File: src/rtl/ext_mem_bridge_pkg.sv
// Shared types and constants for the external SRAM bridge: FSM states,
// bus polarities and strobe bundle.
package ext_mem_bridge_pkg;

  typedef enum logic [2:0] {
    ST_IDLE   = 3'd0,
    ST_SETUP  = 3'd1,
    ST_ACCESS = 3'd2,
    ST_HOLD   = 3'd3,
    ST_DONE   = 3'd4
  } bridge_state_t;

  // mem_rw polarity of the core
  localparam logic RW_READ  = 1'b1;
  localparam logic RW_WRITE = 1'b0;

  // SRAM strobes are active low
  localparam logic STROBE_ON  = 1'b0;
  localparam logic STROBE_OFF = 1'b1;

  localparam int WAIT_MAX = 15;

  typedef struct packed {
    logic ce_n;
    logic oe_n;
    logic we_n;
    logic data_oe;
  } strobe_t;

  localparam strobe_t STROBE_IDLE = '{
    ce_n:    STROBE_OFF,
    oe_n:    STROBE_OFF,
    we_n:    STROBE_OFF,
    data_oe: 1'b0
  };

  // Counter width able to hold wait_cycles, never narrower than one bit.
  function automatic int cnt_width(input int wait_cycles);
    if (wait_cycles < 2) begin
      return 1;
    end
    return $clog2(wait_cycles + 1);
  endfunction

endpackage

File: src/rtl/ext_mem_bridge_if.sv
// Core-side request bus and SRAM-side pad bus of the bridge, plus the FSM
// state as a debug view.
interface ext_mem_bridge_if #(
  parameter int DATA_W = 8
);
  import ext_mem_bridge_pkg::*;

  // Handshake: core_req is the valid; it is sampled only while the bridge is
  // idle, must be held until core_ready, and core_ready is a one-cycle pulse
  // marking completion (read data is valid on core_rdata from that cycle on).
  logic              core_req;
  logic              core_rw;
  logic [7:0]        core_addr_h;
  logic [7:0]        core_addr_l;
  logic [DATA_W-1:0] core_wdata;
  logic [DATA_W-1:0] core_rdata;
  logic              core_ready;
  logic              busy;

  logic [15:0]       ext_addr;
  logic [DATA_W-1:0] ext_data_o;
  logic              ext_data_oe;
  logic [DATA_W-1:0] ext_data_i;
  logic              ext_ce_n;
  logic              ext_oe_n;
  logic              ext_we_n;

  bridge_state_t     dbg_state;

  modport slave (
    input  core_req, core_rw, core_addr_h, core_addr_l, core_wdata,
    input  ext_data_i,
    output core_rdata, core_ready, busy,
    output ext_addr, ext_data_o, ext_data_oe, ext_ce_n, ext_oe_n, ext_we_n,
    output dbg_state
  );

  modport master (
    output core_req, core_rw, core_addr_h, core_addr_l, core_wdata,
    output ext_data_i,
    input  core_rdata, core_ready, busy,
    input  ext_addr, ext_data_o, ext_data_oe, ext_ce_n, ext_oe_n, ext_we_n,
    input  dbg_state
  );

endinterface

File: src/rtl/mem_wait_counter.sv
// Loadable down-counter timing the ACCESS phase; expired_o is registered and
// high in the final ACCESS cycle.
module mem_wait_counter
  import ext_mem_bridge_pkg::*;
#(
  parameter int WAIT_CYCLES = 2
) (
  input  logic clk,
  input  logic rst_n,
  input  logic load_i,
  input  logic en_i,
  output logic expired_o
);

  localparam int              CNT_W    = cnt_width(WAIT_CYCLES);
  localparam logic [CNT_W-1:0] LOAD_VAL = CNT_W'(WAIT_CYCLES);

  logic [CNT_W-1:0] cnt_q;
  logic [CNT_W-1:0] cnt_d;
  logic             expired_q;
  logic             expired_d;

  always_comb begin
    cnt_d     = cnt_q;
    expired_d = expired_q;
    if (load_i) begin
      cnt_d     = LOAD_VAL;
      expired_d = (LOAD_VAL == '0);
    end else if (en_i && (cnt_q != '0)) begin
      cnt_d     = cnt_q - CNT_W'(1);
      // Flag goes high together with the counter reaching zero.
      expired_d = (cnt_q == CNT_W'(1));
    end
  end

  always_ff @(posedge clk or negedge rst_n) begin
    if (!rst_n) begin
      cnt_q     <= '0;
      expired_q <= 1'b0;
    end else begin
      cnt_q     <= cnt_d;
      expired_q <= expired_d;
    end
  end

  assign expired_o = expired_q;

endmodule

File: src/rtl/ext_mem_bridge.sv
// Turns single core memory requests into SETUP / ACCESS / HOLD / DONE cycles
// on an asynchronous SRAM, stalling the core until core_ready.
module ext_mem_bridge
  import ext_mem_bridge_pkg::*;
#(
  parameter int WAIT_CYCLES = 2,
  parameter int DATA_W      = 8
) (
  input  logic            clk,
  input  logic            rst_n,
  ext_mem_bridge_if.slave bus
);

  localparam int WAIT_EFF = (WAIT_CYCLES > WAIT_MAX) ? WAIT_MAX : WAIT_CYCLES;

  bridge_state_t     state_q;
  bridge_state_t     state_d;
  logic              rw_q;
  logic              rw_d;
  logic [15:0]       addr_q;
  logic [15:0]       addr_d;
  logic [DATA_W-1:0] wdata_q;
  logic [DATA_W-1:0] wdata_d;
  logic [DATA_W-1:0] rdata_q;
  logic [DATA_W-1:0] rdata_d;
  logic              ready_q;
  logic              ready_d;
  logic              busy_q;
  logic              busy_d;
  strobe_t           strobe_q;
  strobe_t           strobe_d;

  logic              cnt_load;
  logic              cnt_en;
  logic              cnt_expired;

  assign cnt_load = (state_q == ST_SETUP);
  assign cnt_en   = (state_q == ST_ACCESS);

  mem_wait_counter #(
    .WAIT_CYCLES (WAIT_EFF)
  ) u_wait_cnt (
    .clk       (clk),
    .rst_n     (rst_n),
    .load_i    (cnt_load),
    .en_i      (cnt_en),
    .expired_o (cnt_expired)
  );

  // Next state and the latched transaction fields.
  always_comb begin
    state_d = state_q;
    rw_d    = rw_q;
    addr_d  = addr_q;
    wdata_d = wdata_q;
    rdata_d = rdata_q;
    case (state_q)
      ST_IDLE: begin
        if (bus.core_req) begin
          rw_d    = bus.core_rw;
          addr_d  = {bus.core_addr_h, bus.core_addr_l};
          wdata_d = bus.core_wdata;
          state_d = ST_SETUP;
        end
      end
      ST_SETUP: begin
        state_d = ST_ACCESS;
      end
      ST_ACCESS: begin
        if (cnt_expired) begin
          if (rw_q == RW_READ) begin
            rdata_d = bus.ext_data_i;
            state_d = ST_DONE;
          end else begin
            state_d = ST_HOLD;
          end
        end
      end
      ST_HOLD: begin
        state_d = ST_DONE;
      end
      ST_DONE: begin
        state_d = ST_IDLE;
      end
      default: begin
        state_d = ST_IDLE;
      end
    endcase
  end

  // Outputs are decoded from the next state and registered, so every pin
  // reflects the state it belongs to without a combinational path.
  always_comb begin
    strobe_d = STROBE_IDLE;
    ready_d  = 1'b0;
    busy_d   = (state_d != ST_IDLE);
    case (state_d)
      ST_SETUP: begin
        strobe_d.ce_n = STROBE_ON;
        if (rw_d == RW_READ) begin
          strobe_d.oe_n = STROBE_ON;
        end else begin
          strobe_d.data_oe = 1'b1;
        end
      end
      ST_ACCESS: begin
        strobe_d.ce_n = STROBE_ON;
        if (rw_d == RW_READ) begin
          strobe_d.oe_n = STROBE_ON;
        end else begin
          strobe_d.we_n    = STROBE_ON;
          strobe_d.data_oe = 1'b1;
        end
      end
      ST_HOLD: begin
        // we_n already released; address and data stay driven one more cycle.
        strobe_d.ce_n    = STROBE_ON;
        strobe_d.data_oe = 1'b1;
      end
      ST_DONE: begin
        ready_d = 1'b1;
      end
      default: begin
        strobe_d = STROBE_IDLE;
      end
    endcase
  end

  always_ff @(posedge clk or negedge rst_n) begin
    if (!rst_n) begin
      state_q  <= ST_IDLE;
      rw_q     <= RW_READ;
      addr_q   <= '0;
      wdata_q  <= '0;
      rdata_q  <= '0;
      ready_q  <= 1'b0;
      busy_q   <= 1'b0;
      strobe_q <= STROBE_IDLE;
    end else begin
      state_q  <= state_d;
      rw_q     <= rw_d;
      addr_q   <= addr_d;
      wdata_q  <= wdata_d;
      rdata_q  <= rdata_d;
      ready_q  <= ready_d;
      busy_q   <= busy_d;
      strobe_q <= strobe_d;
    end
  end

  assign bus.core_rdata  = rdata_q;
  assign bus.core_ready  = ready_q;
  assign bus.busy        = busy_q;
  assign bus.ext_addr    = addr_q;
  assign bus.ext_data_o  = wdata_q;
  assign bus.ext_data_oe = strobe_q.data_oe;
  assign bus.ext_ce_n    = strobe_q.ce_n;
  assign bus.ext_oe_n    = strobe_q.oe_n;
  assign bus.ext_we_n    = strobe_q.we_n;
  assign bus.dbg_state   = state_q;

endmodule

File: src/flat_wrapper.sv
// flat-port wrapper written by rule: the top's interface ports become plain ports
module ext_mem_bridge_flat import ext_mem_bridge_pkg::*;
#(
  parameter int WAIT_CYCLES = 2,
  parameter int DATA_W      = 8
)
  (clk, rst_n, bus_core_req, bus_core_rw, bus_core_addr_h, bus_core_addr_l, bus_core_wdata, bus_ext_data_i, bus_core_rdata, bus_core_ready, bus_busy, bus_ext_addr, bus_ext_data_o, bus_ext_data_oe, bus_ext_ce_n, bus_ext_oe_n, bus_ext_we_n, bus_dbg_state);
  ext_mem_bridge_if #(.DATA_W(DATA_W)) bus_i ();
  input  logic clk;
  input  logic rst_n;
  input wire logic [$bits(bus_i.core_req)-1:0] bus_core_req;
  input wire logic [$bits(bus_i.core_rw)-1:0] bus_core_rw;
  input wire logic [$bits(bus_i.core_addr_h)-1:0] bus_core_addr_h;
  input wire logic [$bits(bus_i.core_addr_l)-1:0] bus_core_addr_l;
  input wire logic [$bits(bus_i.core_wdata)-1:0] bus_core_wdata;
  input wire logic [$bits(bus_i.ext_data_i)-1:0] bus_ext_data_i;
  output wire logic [$bits(bus_i.core_rdata)-1:0] bus_core_rdata;
  output wire logic [$bits(bus_i.core_ready)-1:0] bus_core_ready;
  output wire logic [$bits(bus_i.busy)-1:0] bus_busy;
  output wire logic [$bits(bus_i.ext_addr)-1:0] bus_ext_addr;
  output wire logic [$bits(bus_i.ext_data_o)-1:0] bus_ext_data_o;
  output wire logic [$bits(bus_i.ext_data_oe)-1:0] bus_ext_data_oe;
  output wire logic [$bits(bus_i.ext_ce_n)-1:0] bus_ext_ce_n;
  output wire logic [$bits(bus_i.ext_oe_n)-1:0] bus_ext_oe_n;
  output wire logic [$bits(bus_i.ext_we_n)-1:0] bus_ext_we_n;
  output wire logic [$bits(bus_i.dbg_state)-1:0] bus_dbg_state;
  assign bus_i.core_req = bus_core_req;
  assign bus_i.core_rw = bus_core_rw;
  assign bus_i.core_addr_h = bus_core_addr_h;
  assign bus_i.core_addr_l = bus_core_addr_l;
  assign bus_i.core_wdata = bus_core_wdata;
  assign bus_i.ext_data_i = bus_ext_data_i;
  assign bus_core_rdata = bus_i.core_rdata;
  assign bus_core_ready = bus_i.core_ready;
  assign bus_busy = bus_i.busy;
  assign bus_ext_addr = bus_i.ext_addr;
  assign bus_ext_data_o = bus_i.ext_data_o;
  assign bus_ext_data_oe = bus_i.ext_data_oe;
  assign bus_ext_ce_n = bus_i.ext_ce_n;
  assign bus_ext_oe_n = bus_i.ext_oe_n;
  assign bus_ext_we_n = bus_i.ext_we_n;
  assign bus_dbg_state = bus_i.dbg_state;
  ext_mem_bridge #(.WAIT_CYCLES(WAIT_CYCLES), .DATA_W(DATA_W)) u_core (.clk(clk), .rst_n(rst_n), .bus(bus_i));
endmodule
File: config.mk
export PLATFORM = sky130hd
export DESIGN_NAME = ext_mem_bridge_flat
export DESIGN_NICKNAME = d
export VERILOG_FILES = /design/src/rtl/ext_mem_bridge_pkg.sv /design/src/rtl/ext_mem_bridge_if.sv /design/src/rtl/mem_wait_counter.sv /design/src/rtl/ext_mem_bridge.sv /design/src/flat_wrapper.sv
export SDC_FILE = /design/constraint.sdc
export NUM_CORES = 1
export LEC_CHECK = 0
export BUFFER_PORTS_ARGS = -buffer_cell sky130_fd_sc_hd__buf_4
export CAP_MARGIN = 15
export CORE_UTILIZATION = 25
export CTS_CLUSTER_DIAMETER = 150
export DETAILED_ROUTE_END_ITERATION = 7
export SLEW_MARGIN = 20
export SYNTH_ARGS = -nofsm -noshare
export SYNTH_HDL_FRONTEND = slang
export SYNTH_SLANG_ARGS = --single-unit
File: constraint.sdc
create_clock -name clk -period 3 [get_ports clk]
set_input_delay 0.3 -clock clk [delete_from_list [all_inputs] [get_ports clk]]
set_output_delay 0.3 -clock clk [all_outputs]
set_load 0.005 [all_outputs]
==> metrics.md, run 1 <==
| Metric | Value |
|---|---|
| Status | complete, no violations |
| Clk pin slew, worst setup/hold paths | 0.08 ns |
| CTS Buffer Depth | 2 |
| # fillers | 703 |
| Sink Count | 45 |
| P&R area growth vs syn | 40.41% |
| Seq/Total Area, Yosys | 61.92% |
| Syn avg cell area | 14.73 um2 |
| Final Instance Area | 2565 um2 |
| GRT Resource Usage Total | 9.877% |
| Clock buffer count from CTS | 5 |
| Post-synth top area share | 56.16% |
| Synth Flop Type | dfrtp_1 |
| Mapped cell area | 1827 um2 |
| Routed WL per cell | 12.27 um |
| Met1 track demand over resource | 12.00% |
| Max cap viols | 0 |
| Slew Limit Fails | 0 |
| First-pass iteration count of the detailed router | 3 |
| Worst-Margin Slew | 0.5607 ns |
| Post-CTS setup buffers | 0 |
| Total congestion overflow | 0 |
| Data required time at the worst endpoint | 3.19 ns |
| CP cell instances | nor4b_4 -> buf_4 -> mux2_4 -> nor3b_1 |
| Area contributors post-synth | dfrtp_1 (56%), mux2_2 (19%), dfstp_2 (5.8%) |
| Slew margin rel. | 62.62% |
| Cell taking the most area after synthesis | dfrtp_1 |
| Post-Syn Nets | 162 |
| Largest net degree at the start of global routing | 46 |
| Fin worst setup slack | 1.116 ns |
| Cell Rows | 30 |
| # IOs | 77 |
| Root Buffer | clkbuf_8 |
| R2R depth | 4 |
| Peak VDD IR | 254.0 uV |
| Die Y | 87.48 um |
| Cts hold-fix bufs | 0 |
| Max Clock Skew | 0.004074 ns |
| M2 GR Usage | 15.84% |
| Setup TNS after final layout | 0 ns |
| Final hold vios | 0 |
| Port bufs | 76 |
| Core Region | 6944 um2 |
| Final net count | 241 |
| Layout cells sized above 1 | 59.80% |
| Netlist cell types | 30 |
| Die area | 7653 um2 |
| Antenna violations before repair | 0 |
| Final period util | 62.82% |
| Antenna Nets Post-Route | 0 |
| Post_cts resized | 0 |
| R2R Path Start | u_core.bus.dbg_state[1] |
| Synthesis-stage register bit count | 45 |
| Power Density | 979.1 nW/um2 |
| Setup slack, reg-to-reg | 1.12 ns |
| Skew-Pair Late Insertion Delay | 0.29 ns |
| Yosys warning total | 0 |
| Worst path max stage delay | 0.56 ns |
| CP Class | flop to flop |
| Min Hold Slack | 0.003300 ns |
| Class of the worst hold path | primary input to asynchronous set/reset pin |
| Global-route wire length before repair | 5.644 mm |
| Most frequent cells after synthesis | dfrtp_1 (41), mux2_2 (31), nand2_1 (5), o21ai_0 (5), dfstp_2 (4) |
| Endpoints failing setup | 0 |
| Critical R2R Capture | u_core.bus.ext_data_oe |
| Placer congestion estimate | 0.7155 |
| Busiest layer in global routing | met2 |
| Average vias per placed instance | 4.150 |
| Grt met3 use | 3.602% |
| Post-route minimum period | 1.884 ns |
| Post-synth ARST share | 100.0% |
| CTS H-tree depth | 2 |
| Post-synth EDFFs | 0 |
| RSZ-0062 raised after global routing | no |
| Top-count cell post-synth | dfrtp_1 |
| Crit path max fanout | 25 |
| CTS tree | done |
| Die width | 87.48 um |
| Final core occ | 36.94% |
| Antenna Diode Count | 0 |
| Leakage | 0.001224 uW |
| Fmax | 0.5306 GHz |
| Post-Syn Instances | 124 |
| Detail Placement HPWL | 2.627 mm |
| Initial Utilization | 26.31% |
| CP max stage cell | dfrtp_1 |
| Area after DPL | 2484 um2 |
| DR vias | 1245 |
| DRC | 0 |
| Worst EP arrival | 2.08 ns |
| Vias in the first global route | 1187 |
| Placement Setup Slack | 1.119 ns |
| CP startpoint kind | flop |
| Routed WL | 3.681 mm |
| Initial DRC count | 34 |
| CP Capture Type | flop |
cell families (layout without fill, tap and decap cells):
| family | Yosys count | count (layout) | share of synthesized area (%) |
|---|---|---|---|
| muxes | 33 | 33 | 20.55 |
| and+or+nand+nor | 23 | 23 | 9.042 |
| DFF | 45 | 45 | 61.92 |
| adders and majority gates | 2 | 2 | 1.370 |
| buffers and inverters | 8 | 88 | 2.877 |
| AOI/OAI and AO/OA | 13 | 13 | 4.246 |
state kept, by name, summed over array words and instances, names as in the netlist, 2 cells and up:
| register | cells |
|---|---|
| u_core.bus.ext_data_o | 8 |
| u_core.u_wait_cnt.cnt_q | 2 |
| u_core.bus.dbg_state | 3 |
| u_core.bus.core_rdata | 8 |
| u_core.bus.ext_addr | 16 |
layout make-up:
| class | count | area [um2] | area share, % |
|---|---|---|---|
| Clock buffer | 7 | 76.32 | 2.976 |
| Sequential cell | 45 | 1131 | 44.10 |
| Multi-Input combinational cell | 71 | 643.1 | 25.07 |
| Clock inverter | 1 | 5.005 | 0.1951 |
| Timing Repair Buffer | 77 | 578.1 | 22.54 |
| Tap cell | 96 | 120.1 | 4.683 |
| Inverter | 3 | 11.26 | 0.4390 |
worst max-delay path: cells and delay by family (launching register included):
family / cells / cell delay (ns)
DFF: 1 / 0.56
buffers and inverters: 1 / 0.36
and+or+nand+nor: 2 / 0.52
muxes: 1 / 0.35
layer usage:
layer | vias to the layer above | part of all wire [%]
met1 | 604 | 44
met4 | 0 | 1.0
li1 | 589 | -
met3 | 4 | 8.3
met5 | - | 0
met2 | 48 | 47
report_power, final:
group	switching, uW	internal (uW)	leakage (uW)
combinational	375	673	0.000637
clock	188	164	0.0000422
sequential	199	912	0.000545
total	762	1750	0.00122
how the worst max path moves through the flow:
stage               slack (ns)                      end               startpoint  depth (start not counted)
global placement          1.21   u_core.bus.ext_data_oe  u_core.bus.dbg_state[1]                          4
global route              1.01   u_core.bus.ext_data_oe  u_core.bus.dbg_state[1]                          4
CTS                       1.09   u_core.bus.ext_data_oe  u_core.bus.dbg_state[1]                          4
floorplan                 1.43  u_core.bus.ext_addr[10]  u_core.bus.dbg_state[1]                          3
detailed placement        1.12   u_core.bus.ext_data_oe  u_core.bus.dbg_state[1]                          4
finish                    1.12   u_core.bus.ext_data_oe  u_core.bus.dbg_state[1]                          4
placed cells by master, fill, tap and decap left out, types with 2 or more instances in the layout:
cell type	instances
a21oi_1	3
buf_4	77
clkbuf_1	2
clkbuf_8	5
dfrtp_1	41
dfstp_2	4
ha_1	2
inv_1	3
mux2_2	31
nand2_1	5
nor2_1	2
nor2b_1	2
nor3_1	3
o21ai_0	5
o21bai_1	2
stage by stage:
step	total power [uW]	instances
2_1_floorplan	1660	124
3_3_place_gp	2169	292
3_5_place_dp	2197	292
4_1_cts	2566	300
5_1_grt	2718	300
6_report	2511	300
Note: power is estimated with default switching activity, not from simulation.
==> run 2: changes to the inputs <==
--- a/config.mk
+++ b/config.mk
@@ -5,6 +5,7 @@
 export SDC_FILE = /design/constraint.sdc
 export NUM_CORES = 1
 export LEC_CHECK = 0
+export ABC_AREA = 1
 export BUFFER_PORTS_ARGS = -buffer_cell sky130_fd_sc_hd__buf_4
 export CAP_MARGIN = 15
 export CORE_UTILIZATION = 25
==> constraint.sdc (replaced) <==
create_clock -name clk -period 1.6 [get_ports clk]
set_input_delay 0.16 -clock clk [delete_from_list [all_inputs] [get_ports clk]]
set_output_delay 0.16 -clock clk [all_outputs]
set_load 0.005 [all_outputs]
==> run 2 against run 1 <==
Net effect: largest cell class unchanged; critical endpoint is now u_core.bus.core_rdata[6]; combinational power grew 66%; synthesized cell count grew 65%; routed wire length grew 16%; core utilization grew 0.54 points; worst setup slack lost 0.84 ns; global-route usage grew 1.9 points.
==> metrics.md, run 2 <==
| Metric | Value |
|---|---|
| Average vias per placed instance | 4.010 |
| Multi-input gate area | 579.3 um2 |
| Initial Utilization | 26.36% |
| Clk pin slew, worst setup/hold paths | 0.09 ns |
| Most common cell on crit path | nand2_1 |
| Most frequent cells after synthesis | nand2_1 (108), dfrtp_1 (41), nand3_1 (15) |
| Die area | 7669 um2 |
| CP max stage cell | dfrtp_1 |
| Yosys warning total | 0 |
| Worst hold start | bus_core_addr_h[4] |
| Port bufs | 76 |
| Max cap viols | 0 |
| DRC | 0 |
| CP startpoint kind | flop |
| WHS Endpoint | u_core.bus.ext_addr[12] |
| Endpoints failing setup | 0 |
| Synth Flop Type | dfrtp_1 |
| Worst-Margin Slew | 0.5748 ns |
| R2R Path Start | u_core.bus.dbg_state[0] |
| Initial DRC count | 65 |
| Worst EP arrival | 1.52 ns |
| Area contributors post-synth | dfrtp_1 (56%), nand2_1 (22%), dfstp_2 (5.7%) |
| Placer congestion estimate | 0.7700 |
| Syn avg cell area | 8.929 um2 |
| Met2 wire length | 2.014 mm |
| DR vias | 1536 |
| Worst path max stage delay | 0.43 ns |
| Commonest non-fill, non-tap cell in the layout | nand2_1 |
| Post-synth EDFFs | 0 |
| Status | complete, no violations |
| Critical R2R Capture | u_core.bus.core_rdata[6] |
| Die width | 87.57 um |
| Top sig layer | met4 |
| Routed length on met3 | 244 um |
| Leakage | 0.001442 uW |
| Placement Setup Slack | 0.2730 ns |
| CTS tree | done |
| Setup TNS after final layout | 0 ns |
| Final net count | 324 |
| Internal power | 2896 uW |
| Class of the worst hold path | primary input to flop |
| Fmax | 0.7560 GHz |
| Antenna Nets Post-Route | 0 |
| First-pass iteration count of the detailed router | 4 |
| Post-route minimum period | 1.323 ns |
| Clock share of power | 16.9% |
| Slew margin rel. | 61.68% |
| Seq/Total Area, Yosys | 61.79% |
| CTS H-tree depth | 2 |
| Reg area | 1131 um2 |
| Setup slack, reg-to-reg | 0.28 ns |
| Synthesis-stage register bit count | 45 |
| CP cell instances | inv_1 -> nand2_1 -> nor2_2 -> buf_4 -> nand2_4 -> nand2_1 -> nand2_1 |
| Sw frac | 34.53% |
| Mapped cell area | 1831 um2 |
| Peak VDD IR | 647.0 uV |
| Top-count cell post-synth | nand2_1 |
| # IOs | 77 |
| Crit path max fanout | 9 |
| Most frequent cells in the layout | nand2_1 (108), buf_4 (78), dfrtp_1 (41) |
| Antenna violations before repair | 0 |
| Power Density | 1700 nW/um2 |
| Max Clock Skew | 0.009021 ns |
| Antenna Diode Count | 0 |
| Combinational fraction of design power | 39.3% |
| Sink Count | 45 |
| Post-Syn Instances | 205 |
| Layout cells sized above 1 | 33.80% |
| RSZ-0062 raised after global routing | no |
| Core Region | 6944 um2 |
| NetSw | 1527 uW |
| Skew-Pair Late Insertion Delay | 0.30 ns |
| Total congestion overflow | 0 |
| CTS Buffer Depth | 2 |
| Netlist cell types | 17 |
| Slew Limit Fails | 0 |
| Global-route wire length before repair | 6.837 mm |
| M1 WL | 1.972 mm |
| CP Class | flop to flop |
| Hold Path Cell Cnt | 3 |
| Reg power frac | 43.8% |
| CP Capture Type | flop |
| Vias in the first global route | 1499 |
| GRT Resource Usage Total | 11.77% |
| # fillers | 734 |
| R2R depth | 7 |
| Routed WL per cell | 11.19 um |
| P&R area growth vs syn | 42.17% |
| Routed WL | 4.285 mm |
| Cell taking the most area after synthesis | dfrtp_1 |
| Largest net degree at the start of global routing | 46 |
| Max reg flops | 16 |
| Data required time at the worst endpoint | 1.79 ns |
| Post-Syn Nets | 243 |
| Clock buffer count from CTS | 5 |
| Root Buffer | clkbuf_8 |
| Final period util | 82.68% |
| Post-synth top area share | 56.05% |
| Die Y | 87.57 um |
| Cell Rows | 30 |
| Post-synth ARST share | 100.0% |
| Detail Placement HPWL | 3.033 mm |
| Fin worst setup slack | 0.2772 ns |
| Final hold vios | 0 |
==> run 2: power by group through the flow <==
stage | sequential [uW] | combinational (uW) | clock (uW)
after floorplan | 1950 | 827 | 0
after global placement | 1960 | 1750 | 0
after detailed placement | 1960 | 1780 | 0
after CTS | 1940 | 1780 | 776
after global routing | 1990 | 1990 | 825
final | 1940 | 1740 | 747
==> run 2: worst max path at each step <==
stage | from | endpoint
after floorplan | u_core.bus.dbg_state[1] | u_core.bus.ext_addr[10]
after global placement | u_core.bus.dbg_state[1] | u_core.bus.ext_oe_n
after detailed placement | u_core.bus.dbg_state[1] | u_core.bus.ext_oe_n
after CTS | u_core.bus.dbg_state[1] | u_core.bus.ext_oe_n
after global routing | u_core.bus.dbg_state[1] | u_core.bus.ext_oe_n
final | u_core.bus.dbg_state[0] | u_core.bus.core_rdata[6]
==> run 2: layout make-up <==
class,instances,share of cell area [%]
tap,96,4.615
sequential,45,43.46
multi-input combinational,138,22.26
inverter,16,2.308
clock buffer,6,3.173
timing repair buffer,80,23.65
clock inverter,2,0.5288
==> run 2: per-layer routing <==
metal | track usage [%] | vias to the layer above
li1 | - | 778
met3 | 3.959 | 5
met2 | 19.39 | 44
met5 | 0 | -
met4 | 3.577 | 0
met1 | 14.68 | 709
==> run 2: logic make-up (layout without fill, tap and decap cells) <==
logic type	count (synthesis)	after routing	synth area share, %
AND/OR/NAND/NOR	134	134	29.46
buffers and inverters	22	104	6.561
adder cells (fa/ha/maj)	2	2	1.367
AO/OA/AOI/OAI	2	2	0.8205
flip-flops	45	45	61.79
==> run 2: worst max-delay path: cells and delay by family (launching register included) <==
kind                   cells  cell delay, ns
buffers and inverters      2            0.33
flip-flops                 1            0.43
AND/OR/NAND/NOR            5            0.45
==> run 2: stage by stage <==
| stage | power (uW) | hold WS [ns] | instance area, um2 | std cells | util, % |
|---|---|---|---|---|---|
| finish | 4423 | 0.04721 | 2603 | 383 | 37.48 |
| global route | 4806 | 0.03528 | 2603 | 383 | 37.48 |
| CTS | 4501 | 0.04032 | 2603 | 383 | 37.48 |
| detailed placement | 3734 | 0.2104 | 2496 | 374 | 35.95 |
| global placement | 3703 | 0.2111 | 2496 | 374 | 35.95 |
| floorplan | 2777 | -0.1356 | 1831 | 205 | - |
==> run 2: repair_timing <==
action                    CTS  global route
hold endpoints to repair   41             0
buffers inserted            0             0
hold buffers                1             0
gates resized for setup     0             0
